<file path="src/rtl/clk_div_prog.sv">
// Programmable glitch-free integer clock divider: square/pulse output, period tick, pending divisor reload.
// Define CLKDIV_CNT_EN to add the periods_out completed-period counter.
module clk_div_prog #(
    parameter int unsigned WIDTH       = 16,
    parameter int unsigned DIV_DEFAULT = 4,
    parameter int unsigned CNT_W       = 16
) (
    input  logic             clk_in,
    input  logic             rst_in,
    input  logic             en_in,
    input  logic [WIDTH-1:0] div_in,
    input  logic             load_in,
    input  logic             mode_in,
    output logic             clk_out,
    output logic             tick_out,
    output logic             pend_out,
    output logic [WIDTH-1:0] div_cur_out
`ifdef CLKDIV_CNT_EN
    ,
    output logic [CNT_W-1:0] periods_out
`endif
);

    localparam logic [WIDTH-1:0] DivRst = WIDTH'(DIV_DEFAULT);
    localparam logic [WIDTH-1:0] CntRst = WIDTH'(DIV_DEFAULT - 1);

    if (DIV_DEFAULT < 2 || 64'(DIV_DEFAULT) >= (64'(1) << WIDTH) || CNT_W < 1) begin : g_bad_params
        $error("clk_div_prog: DIV_DEFAULT must be in [2, 2^WIDTH) and CNT_W >= 1");
    end

    // Divisors of 0 or 1 cannot form a period with both a high and a low phase.
    function automatic logic [WIDTH-1:0] clamp_div(input logic [WIDTH-1:0] d);
        return (d < WIDTH'(2)) ? WIDTH'(2) : d;
    endfunction

    // ceil(d/2) computed one bit wider so d = 2^WIDTH-1 does not overflow.
    function automatic logic [WIDTH-1:0] half_div(input logic [WIDTH-1:0] d);
        logic [WIDTH:0] s;
        s = {1'b0, d} + {{WIDTH{1'b0}}, 1'b1};
        return s[WIDTH:1];
    endfunction

    function automatic logic wave_level(input logic [WIDTH-1:0] cnt,
                                        input logic [WIDTH-1:0] d,
                                        input logic             pulse);
        return pulse ? (cnt == '0) : (cnt < half_div(d));
    endfunction

    logic [WIDTH-1:0] cnt_q, cnt_d;
    logic [WIDTH-1:0] div_q, div_d;
    logic             mode_q, mode_d;
    logic [WIDTH-1:0] pdiv_q, pdiv_d;
    logic             pmode_q, pmode_d;
    logic             pend_q, pend_d;
    logic             clk_q, clk_d;
    logic             tick_q, tick_d;
    logic             last_cnt;
    logic             boundary;
    logic [WIDTH-1:0] load_div;

    assign last_cnt = (cnt_q == div_q - WIDTH'(1));
    assign boundary = en_in & last_cnt;
    assign load_div = clamp_div(div_in);

    always_comb begin
        cnt_d   = cnt_q;
        div_d   = div_q;
        mode_d  = mode_q;
        pdiv_d  = pdiv_q;
        pmode_d = pmode_q;
        pend_d  = pend_q;
        clk_d   = clk_q;
        tick_d  = 1'b0;
        if (boundary) begin
            // New divisor/mode take effect together with cnt=0, so the next period starts clean.
            cnt_d = '0;
            if (load_in) begin
                div_d  = load_div;
                mode_d = mode_in;
                pend_d = 1'b0;
            end else if (pend_q) begin
                div_d  = pdiv_q;
                mode_d = pmode_q;
                pend_d = 1'b0;
            end
            clk_d  = wave_level(cnt_d, div_d, mode_d);
            tick_d = (cnt_d == div_d - WIDTH'(1));
        end else begin
            if (load_in) begin
                pdiv_d  = load_div;
                pmode_d = mode_in;
                pend_d  = 1'b1;
            end
            if (en_in) begin
                cnt_d  = cnt_q + WIDTH'(1);
                clk_d  = wave_level(cnt_d, div_q, mode_q);
                tick_d = (cnt_d == div_q - WIDTH'(1));
            end
        end
    end

    // Starting at DIV_DEFAULT-1 makes the first enabled edge a boundary, so the first period is full.
    always_ff @(posedge clk_in) begin
        if (rst_in) begin
            cnt_q  <= CntRst;
            div_q  <= DivRst;
            mode_q <= 1'b0;
            pend_q <= 1'b0;
            clk_q  <= 1'b0;
            tick_q <= 1'b0;
        end else begin
            cnt_q  <= cnt_d;
            div_q  <= div_d;
            mode_q <= mode_d;
            pend_q <= pend_d;
            clk_q  <= clk_d;
            tick_q <= tick_d;
        end
    end

    // Pending values are only meaningful while pend_q is set, so they need no reset.
    always_ff @(posedge clk_in) begin
        pdiv_q  <= pdiv_d;
        pmode_q <= pmode_d;
    end

    assign clk_out     = clk_q;
    assign tick_out    = tick_q;
    assign pend_out    = pend_q;
    assign div_cur_out = div_q;

`ifdef CLKDIV_CNT_EN
    logic [CNT_W-1:0] per_q, per_d;

    always_comb begin
        per_d = per_q;
        if (boundary) begin
            per_d = per_q + CNT_W'(1);
        end
    end

    always_ff @(posedge clk_in) begin
        if (rst_in) begin
            per_q <= '0;
        end else begin
            per_q <= per_d;
        end
    end

    assign periods_out = per_q;
`endif

endmodule

</file>
<file path="config.mk">
export PLATFORM = sky130hd
export DESIGN_NAME = clk_div_prog
export DESIGN_NICKNAME = d
export VERILOG_FILES = /design/src/rtl/clk_div_prog.sv
export SDC_FILE = /design/constraint.sdc
export NUM_CORES = 1
export LEC_CHECK = 0
export BUFFER_PORTS_ARGS = -buffer_cell sky130_fd_sc_hd__buf_2
export CAP_MARGIN = 10
export CORE_MARGIN = 2
export CORE_UTILIZATION = 46
export CTS_CLUSTER_SIZE = 14
export DETAILED_ROUTE_END_ITERATION = 7
export PLACE_DENSITY = 0.62
export SYNTH_ARGS = -nofsm -noshare
export SYNTH_HDL_FRONTEND = slang
export SYNTH_SLANG_ARGS = --single-unit
</file>
<file path="constraint.sdc">
create_clock -name clk_in -period 7 [get_ports clk_in]
set_input_delay 1.4 -clock clk_in [delete_from_list [all_inputs] [get_ports clk_in]]
set_output_delay 1.4 -clock clk_in [all_outputs]
set_load 0.1 [all_outputs]
</file>
# --- Word level (Yosys, flattened, before mapping) ---
# Index checks and enable logic that the tools add are counted.
classes:
  n_bitwise: 2
  n_lt_le_gt_ge: 3
  n_reduce_logical: 5
  n_addsub: 5
  mux: 15
  eq_ne: 2
ops:
  columns: ["operator", "count"]
  rows:
  - ["$mux W16", 4]
  - ["$add A16 B1 Y17 const B", 2]
  - ["$eq A16 B16 Y1", 2]
  - ["$logic_not A16 Y1", 2]
  - ["$sub A16 B1 Y16 const B", 2]
  - ["$add A16 B1 Y16 const B", 1]
  - ["$lt A1 B16 Y1 const A", 1]
  - ["$lt A16 B16 Y1", 1]
  - ["$lt A16 B2 Y1 const B", 1]
  - ["$mux W1", 9]
  - ["$mux W2", 2]
  - ["$reduce_and A2 Y1", 1]
  - ["$reduce_bool A2 Y1", 1]
  - ["$reduce_or A2 Y1", 1]
  - ["$and A1 B1 Y1", 1]
  - ["$not A1 Y1", 1]
totals:
  out_inout_bits: 19
  regBits: 53
  in_bits: 21
  elab_cells: 41

# --- Longest topological paths before layout ---
# Gate-level depths: netlist (run 1).
depth:
  ltp_word: 8
  depth_mapped: 15
  ltp_nobuf: 14

# --- Least setup slack after synthesis (run 1) ---
# No wires, ideal clock.
synth_path:
  path_kind: "input-to-reg"
  startpoint: "input load_in"
  endpoint: "register clk_q (netlist: clk_out)"
  path_buffers: 3
  setup_ns: 0.132
  required_ns: 6.868
  path_stages: 14
  path_slack_ns: 3.196
  arrival_ns: 3.673
  cell_sequence: "clkbuf_1 buf_1 clkbuf_1 nand2_1 o21a_1 inv_1 ha_1 o211ai_1 nor4_1 xnor2_1 o2111a_1 o2111ai_1 o221ai_1 o21ai_0"
synth_between:
  elab_chain_len: 6
  elab_cells_between_ends: 8
  classes_between: "add/sub (1); order compare (1); mux (6)"
synth_lines:
  columns: ["element", "line", "rtl"]
  rows:
  - ["start, declared", "12", "input logic load_in,"]
  - ["$mux W16", "77", "if (load_in) begin"]
  - ["$mux W16", "74", "if (boundary) begin"]
  - ["$add A16 B1 Y17", "39", "s = {1'b0, d} + {{WIDTH{1'b0}}, 1'b1};"]
  - ["$lt A1 B16 Y1", "46", "return pulse ? (cnt == '0) : (cnt < half_div(d));"]
  - ["$mux W1 (*)", "46", null]
  - ["$mux W1 (*)", "74", null]
  - ["end signal, assigned", "116", "clk_q <= clk_d;"]
  - ["end, declared", "55", "logic clk_q, clk_d;"]
# Mark *: on every way between the ends. The rest lies on a longest branch, timed or not. The select of a mux whose other input is x is not followed.
# A chain may end at the register's enable or synchronous reset.

# --- Worst setup path after layout (run 1) ---
layout_path:
  startpoint: "register div_q[0] (netlist: div_cur_out[0])"
  endpoint: "register pdiv_q[6] (enable)"
layout_between:
  elab_chain_len: 5
layout_lines:
  columns: ["element", "line", "rtl"]
  rows:
  - ["start, declared", "50", "logic [WIDTH-1:0] div_q, div_d;"]
  - ["start signal, assigned", "106", "div_q <= DivRst;"]
  - ["start signal, assigned", "113", "div_q <= div_d;"]
  - ["$sub A16 B1 Y16", "61", "assign last_cnt = (cnt_q == div_q - WIDTH'(1));"]
  - ["$eq A16 B16 Y1", "61", null]
  - ["$and A1 B1 Y1", "62", "assign boundary = en_in & last_cnt;"]
  - ["$not A1 Y1 (no line)", null, null]
  - ["$reduce_and A2 Y1 (no line)", null, null]
  - ["end signal, assigned", "123", "pdiv_q <= pdiv_d;"]
  - ["end, declared", "52", "logic [WIDTH-1:0] pdiv_q, pdiv_d;"]
# No other way between the ends.

==> flow_summary.yaml, run 1 <==
drt:
  overall_via_count_from_detail_route: 4382
  wl_um: 13340
  post_drt_wl_per_cell_um: 18.03
  ant_nets: 0
  first_pass_iters: 5
  routed_via_density: 5.922
  drcViolationCount: 0
  dr.first_iter.drc_count: 282
timing:
  setup-violations-final: 0
  finClkSkew_ps: 11.47
  worstMarginPinSlew_ps: 1104
  hold_viol_final: 0
  timing.final.crit_share: 0.5707
  highest_clock_rate_mhz: 250.3
  hold-worst-slack_ps: 528.4
  finalCriticalPeriod_ps: 3995
  timing.max_slew.rel_slack: 0.2628
  timing_max_transition_violations_final: 0
  fin_setup_tns_ps: 0
  rsz0062_at_grt: "false"
finish:
  core_occupancy_in_the_finished_layout: 0.4951
  final.fill_count: 1040
  layout-drive-gt1-share: 0.09603
  layout.cell_area.non_filler_sq_um: 5089
  final_net_count: 645
  final_cell_mix: "xnor2_1 (63), nand2_1 (60), nor2_1 (49), buf_2 (39), dfxtp_1 (36)"
  synth_to_final_area_change_pct: 5.145
  final_common_cell: "xnor2_1"
  antenna_cells_inserted: 0
  number_of_standard_cells_in_the_final_layout_excluding_fillers: 740
clock_tree:
  clk_pin_slew_worst_paths_ps: 110
  cts_sinks: 53
  clock_tree.buffer_depth: 2
  clock_insertion_delay_worst_skew_ps: 330
  clock_buffers_created_by_tritoncts: 5
  cts_hold_buf: 0
  cts_tree: "yes"
  cts_htree_levels: 2
  postCtsSetupBuffers: 0
  cts_root_buffer: "clkbuf_8"
  postCtsResizedCells: 0
logic_synthesis:
  synth.yosys.warnings: 0
  ys_ff_latch: 53
  synth_cell_types: 63
  synth_async_sr_flop_share: 0
  post_synth_instance_area_sq_um: 4840
  seq_area_frac_synth: 0.2544
  synth.net_count: 656
  syn_inst_count: 614
  synth_flop_cell: "dfxtp_1"
  postSynthAreaPerCell_sq_um: 7.882
  synth_enable_flop_cells: 17
power:
  switching_power_mw: 1.340
  power.combinational.fraction: 0.656
  clock_power_share: 0.095
  power.sequential.fraction: 0.249
  power_switching_share: 0.5552
  power.ir.vdd_worst_uv: 186.9
  p_leak_nw: 1.892
  cellPowerDensity_nw_per_um2: 474.4
  p_int_mw: 1.074
global_route:
  groute.usage.overall: 0.2429
  antenna_found_initial: 0
  grt_start_max_net_pins: 43
  gr-total-overflow: 0
  first_global_vias: 4125
  grt_first_pass_wirelength_um: 21870
floorplan:
  floorplan.rows: 37
  design.core.area_sq_um: 10280
  die_area_sq_um: 11360
  initial_core_util: 0.4709
  die_w_um: 106.6
  fp.dieH_um: 106.6
  design.portCount: 40
min_path:
  worst_hold_path.endpoint: "clk_out"
  worstHoldPathCells: 2
  worst_hold_startpoint: "clk_out"
  hp-class: "flip-flop to flip-flop"
critical_path:
  cp_data_arrival_time_ps: 3980
  worst-r2r-cell-count: 9
  worstPathMaxFanout: 18
  worstSetupEndpointType: "flip-flop"
  timing.critical_path.cells: "inv_1 -> ha_1 -> nor4b_1 -> a31oi_1 -> a211oi_1 -> o21ai_0 -> nor4_1 -> nand3_1 -> and2_1"
  crit-reg2reg-launch: "div_cur_out[0]"
  crit_type: "flip-flop to flip-flop"
  reg2reg_setup_slack_ps: 3000
  required_ps: 6990
  worstSetupStartpointType: "flip-flop"
  worstReg2RegEnd: "pdiv_q[6]"
  cpPeakStageDelay_ps: 720
  cpMaxStageDelayCell: "nor4b_1"
job:
  max_cap_violations: 0
run_status:
  run_status: "completed"
placed_design:
  port_buffers: 39
  place.detailed.hpwl_um: 10240
  placement.cell_area_sq_um: 4972
  finalWeightedCongestion: 0.9046
  dpl.cell_count: 732
-- worst max-delay path by stage --
stage	to	cells past startpoint	startpoint	slack (ps)
3_5_place_dp	clk_out	14	div_in[15]	2820
4_1_cts	pdiv_q[7]	9	div_cur_out[0]	3040
2_1_floorplan	clk_out	14	load_in	3200
5_1_grt	cnt_q[9]	10	div_cur_out[0]	2590
3_3_place_gp	clk_out	14	div_in[15]	2930
6_report	pdiv_q[6]	9	div_cur_out[0]	3000
-- critical path, delay by kind of cell, from the launching register on --
| kind | cells | cell delay (ps) |
|---|---|---|
| flip-flops | 1 | 430 |
| AO/OA/AOI/OAI | 3 | 610 |
| AND/OR/NAND/NOR | 4 | 2310 |
| buffers and inverters | 1 | 100 |
| adder cells (fa/ha/maj) | 1 | 200 |
-- logic make-up after synthesis --
kind of cell	Yosys count	share of synthesized area
compound gates	95	0.1352
xor+xnor	93	0.1711
fa+ha+maj	21	0.05429
buf+inv	78	0.06438
flops	53	0.2544
mux	23	0.04809
simple gates	251	0.2725
-- through the flow --
stage / worst slack [ps] / power [mW]
finish: 3005 / 2.414
global route: 2587 / 2.584
CTS: 3038 / 2.415
detailed placement: 2817 / 2.179
global placement: 2932 / 2.158
floorplan: 3196 / 1.845
-- area by class of cell --
| type | instances | area [sq um] | share of cell area |
|---|---|---|---|
| multi-input cells | 483 | 3297 | 0.6479 |
| repair buffers | 39 | 195.2 | 0.03836 |
| clock inverters | 3 | 47.55 | 0.009343 |
| flip-flops and latches | 53 | 1231 | 0.2419 |
| clock buffers | 5 | 68.82 | 0.01352 |
| inverters | 21 | 78.83 | 0.01549 |
| well taps | 136 | 170.2 | 0.03344 |
-- sequential cells by signal, summed over array words and instances, names as in the netlist --
register     flops
cnt_q           16
div_cur_out     16
pdiv_q          16
clk_out          1
mode_q           1
pend_out         1
pmode_q          1
tick_out         1
-- synth_stat cells, types with 3 or more instances --
cell type	count	area share
ha_1	21	0.054
nand2_1	60	0.047
dfxtp_1	36	0.15
and3_1	10	0.013
nor4_1	12	0.016
nand4_1	21	0.027
nand2b_1	9	0.012
o21ai_0	12	0.012
nor4b_1	3	0.0054
nor2_1	49	0.038
or3_1	5	0.0065
inv_1	21	0.016
nor2b_1	6	0.0078
nand4b_1	3	0.0054
a31oi_1	6	0.0078
or4_1	4	0.0062
a211oi_1	6	0.0093
nand3_1	30	0.031
o21a_1	3	0.0047
o211ai_1	6	0.0093
mux2i_1	21	0.043
and2_1	7	0.0090
a21o_1	8	0.012
clkbuf_1	42	0.033
nor3b_1	3	0.0047
a21oi_1	18	0.019
and4_1	5	0.0090
a211o_1	3	0.0054
xor2_1	29	0.052
buf_2	6	0.0062
o21ai_1	7	0.0072
buf_1	7	0.0054
xnor2_1	63	0.11
nor3_1	14	0.014
edfxtp_1	17	0.11
a2111oi_0	3	0.0054
o22ai_1	4	0.0052
-- routing by layer --
metal / routed length [um] / GRT usage
met2: 6409 / 0.4117
met1: 5894 / 0.3228
met4: 367 / 0.07236
met3: 672 / 0.03161
met5: 0 / 0
-- power by group through the flow --
stage	Combinational, mW	Sequential, mW	Clock [mW]
after detailed placement	1.57	0.606	0
after CTS	1.58	0.599	0.236
final	1.58	0.601	0.230
after global placement	1.56	0.602	0
after global routing	1.72	0.622	0.245
after floorplan	1.12	0.721	0
No activity file was read; power rests on OpenSTA's default activity.
==> inputs of run 2 (changes only) <==
--- a/config.mk
+++ b/config.mk
@@ -5,13 +5,14 @@
 export SDC_FILE = /design/constraint.sdc
 export NUM_CORES = 1
 export LEC_CHECK = 0
+export ABC_AREA = 1
 export BUFFER_PORTS_ARGS = -buffer_cell sky130_fd_sc_hd__buf_2
 export CAP_MARGIN = 10
 export CORE_MARGIN = 2
 export CORE_UTILIZATION = 46
 export CTS_CLUSTER_SIZE = 14
 export DETAILED_ROUTE_END_ITERATION = 7
-export PLACE_DENSITY = 0.62
+export PLACE_DENSITY = 0.64
 export SYNTH_ARGS = -nofsm -noshare
 export SYNTH_HDL_FRONTEND = slang
 export SYNTH_SLANG_ARGS = --single-unit
==> constraint.sdc (replaced) <==
create_clock -name clk_in -period 3.6 [get_ports clk_in]
set_input_delay 0.72 -clock clk_in [delete_from_list [all_inputs] [get_ports clk_in]]
set_output_delay 0.72 -clock clk_in [all_outputs]
set_load 0.1 [all_outputs]
==> flow_summary.yaml, run 2 <==
logic_synthesis:
  synth.yosys.warnings: 0
  yosys-top-cells-area: "nand2_1 (16%), dfxtp_1 (15%), edfxtp_1 (10%), inv_1 (6.4%), xor2_1 (6.4%)"
  ys_ff_latch: 53
  seq_area_frac_synth: 0.2498
  synth.net_count: 814
  synth_flop_cell: "dfxtp_1"
  syn_inst_count: 772
  synth_async_sr_flop_share: 0
  post_synth_instance_area_sq_um: 4928
  netlist_top_cells_count: "nand2_1 (207), inv_1 (84), nor2_1 (74), nand3_1 (58), o21ai_0 (46)"
  synth_cell_types: 46
  netlist.top_cell.by_area: "nand2_1"
  synthDominantCellAreaShare: 0.1577
  synth_enable_flop_cells: 17
  postSynthAreaPerCell_sq_um: 6.384
  post-synth-top-count-cell: "nand2_1"
floorplan:
  design.core.area_sq_um: 10370
  floorplan.rows: 37
  die_area_sq_um: 11560
  die_w_um: 107.5
  fp.dieH_um: 107.5
  initial_core_util: 0.4753
  design.portCount: 40
finish:
  number_of_standard_cells_in_the_final_layout_excluding_fillers: 929
  layout-drive-gt1-share: 0.1425
  synth_to_final_area_change_pct: 6.956
  final_common_cell: "nand2_1"
  final.fill_count: 1091
  final_cell_mix: "nand2_1 (207), inv_1 (84), nor2_1 (73), nand3_1 (58), o21ai_0 (46)"
  final_net_count: 834
  core_occupancy_in_the_finished_layout: 0.5083
  antenna_cells_inserted: 0
placed_design:
  place_worst_setup_slack_ps: 387.6
  place.detailed.hpwl_um: 10790
  dpl.cell_count: 921
  port_buffers: 39
  finalWeightedCongestion: 0.9280
timing:
  rsz0062_at_grt: "false"
  finalCriticalPeriod_ps: 3236
  finClkSkew_ps: 8.530
  fin_setup_tns_ps: 0
  timing.max_slew.rel_slack: 0.6137
  timing_max_transition_violations_final: 0
  hold_viol_final: 0
  setup-violations-final: 0
  highest_clock_rate_mhz: 309.0
  timing.final.crit_share: 0.8990
  worstMarginPinSlew_ps: 575.6
  setup_slack_ps: 363.6
critical_path:
  worstSetupEndpointType: "flip-flop"
  crit-reg2reg-launch: "div_cur_out[1]"
  required_ps: 3870
  cp_data_arrival_time_ps: 3510
  startpoint: "div_cur_out[1]"
  worstPathMaxFanout: 5
  crit_type: "flip-flop to flip-flop"
  worstSetupStartpointType: "flip-flop"
drt:
  ant_nets: 0
  first_pass_iters: 5
  overall_via_count_from_detail_route: 4970
  routed_via_density: 5.350
  wl_um: 13880
  post_drt_wl_per_cell_um: 14.94
  drcViolationCount: 0
  dr.first_iter.drc_count: 331
power:
  p_int_mw: 1.360
  cellPowerDensity_nw_per_um2: 542.8
  power_switching_share: 0.5247
  power.total_mw: 2.862
  switching_power_mw: 1.501
  power.ir.vdd_worst_uv: 268.4
  power.sequential.fraction: 0.291
  power.combinational.fraction: 0.558
  clock_power_share: 0.151
  p_leak_nw: 2.448
job:
  max_cap_violations: 0
global_route:
  groute.usage.overall: 0.2513
  grt_start_max_net_pins: 22
  gr-total-overflow: 0
  antenna_found_initial: 0
  grt_first_pass_wirelength_um: 22940
  first_global_vias: 4688
run_status:
  run_status: "completed"
clock_tree:
  cts_sinks: 53
  clk_pin_slew_worst_paths_ps: 100
  cts_htree_levels: 2
  clock_buffers_created_by_tritoncts: 5
  clock_insertion_delay_worst_skew_ps: 340
  clock_tree.buffer_depth: 2
  cts_tree: "yes"
  cts_root_buffer: "clkbuf_8"
min_path:
  worst_hold_startpoint: "cnt_q[15]"
  hp-class: "flip-flop to flip-flop"
## run 2: cell type report
cell class | count | area [sq um] | share of cell area
clock inverter | 2 | 35.03 | 0.006646
inverter | 94 | 360.3 | 0.06836
timing repair buffer | 47 | 255.2 | 0.04842
sequential | 53 | 1234 | 0.2340
tap | 136 | 170.2 | 0.03228
multi-input combinational | 591 | 3144 | 0.5965
clock buffer | 6 | 72.57 | 0.01377
## run 2: cell families after synthesis
| kind of cell | after synthesis | synth area share |
|---|---|---|
| XOR/XNOR | 45 | 0.08454 |
| AND/OR/NAND/NOR | 415 | 0.3783 |
| AO/OA/AOI/OAI | 110 | 0.1214 |
| buffers and inverters | 128 | 0.1127 |
| adder cells (fa/ha/maj) | 21 | 0.05331 |
| flip-flops | 53 | 0.2498 |
## run 2: power by group through the flow
| stage | Combinational, mW | Clock [mW] | Sequential (mW) |
|---|---|---|---|
| 3_5_place_dp | 1.58 | 0 | 0.844 |
| 2_1_floorplan | 1.02 | 0 | 1.08 |
| 6_report | 1.60 | 0.431 | 0.833 |
| 3_3_place_gp | 1.56 | 0 | 0.841 |
| 5_1_grt | 1.77 | 0.462 | 0.845 |
| 4_1_cts | 1.59 | 0.441 | 0.830 |
## run 2: worst max-delay path, cell delays in order, from the launching register on
cell and delay (ps):
dfxtp_1 470, ha_1 240, nand3_1 130, nor2_1 120
nand2_1 90, nor2_1 160, nand4_1 170, nor2_1 130
nand2_1 90, nor3_1 260, xor2_1 190, ha_1 260
a21oi_1 160, o21ai_0 90, a21oi_1 130, nand3_1 90
nand2_1 100, inv_1 50, nand2_1 70, nand2_1 60
a21oi_1 100
## run 2: repair_timing
item / in CTS / in global routing
resized for setup: 0 / 1
setup buffers: 0 / 0
hold buffers: 0 / 0
setup endpoints to repair: 0 / 1
## run 2: per-stage QoR
stage	cell area (sq um)	hold slack, ps
global placement	5162	471.6
finish	5271	488.7
global route	5271	522.3
CTS	5270	487.9
detailed placement	5162	472.2
floorplan	4932	451.5
## run 2: per-layer routing
metal / GRT usage / part of all wire / vias up
met5: 0 / 0 / -
met4: 0.09890 / 0.033 / 0
met3: 0.04177 / 0.043 / 34
met2: 0.4254 / 0.47 / 128
met1: 0.3177 / 0.45 / 2282
li1: - / - / 2526
## run 2: final timing paths
path	end	cells past startpoint	slack, ps
worst min register to register	cnt_q[15]	2	490
worst max register to register	clk_out	20	360
worst min-delay path	cnt_q[15]	2	490
worst max-delay path	clk_out	20	360
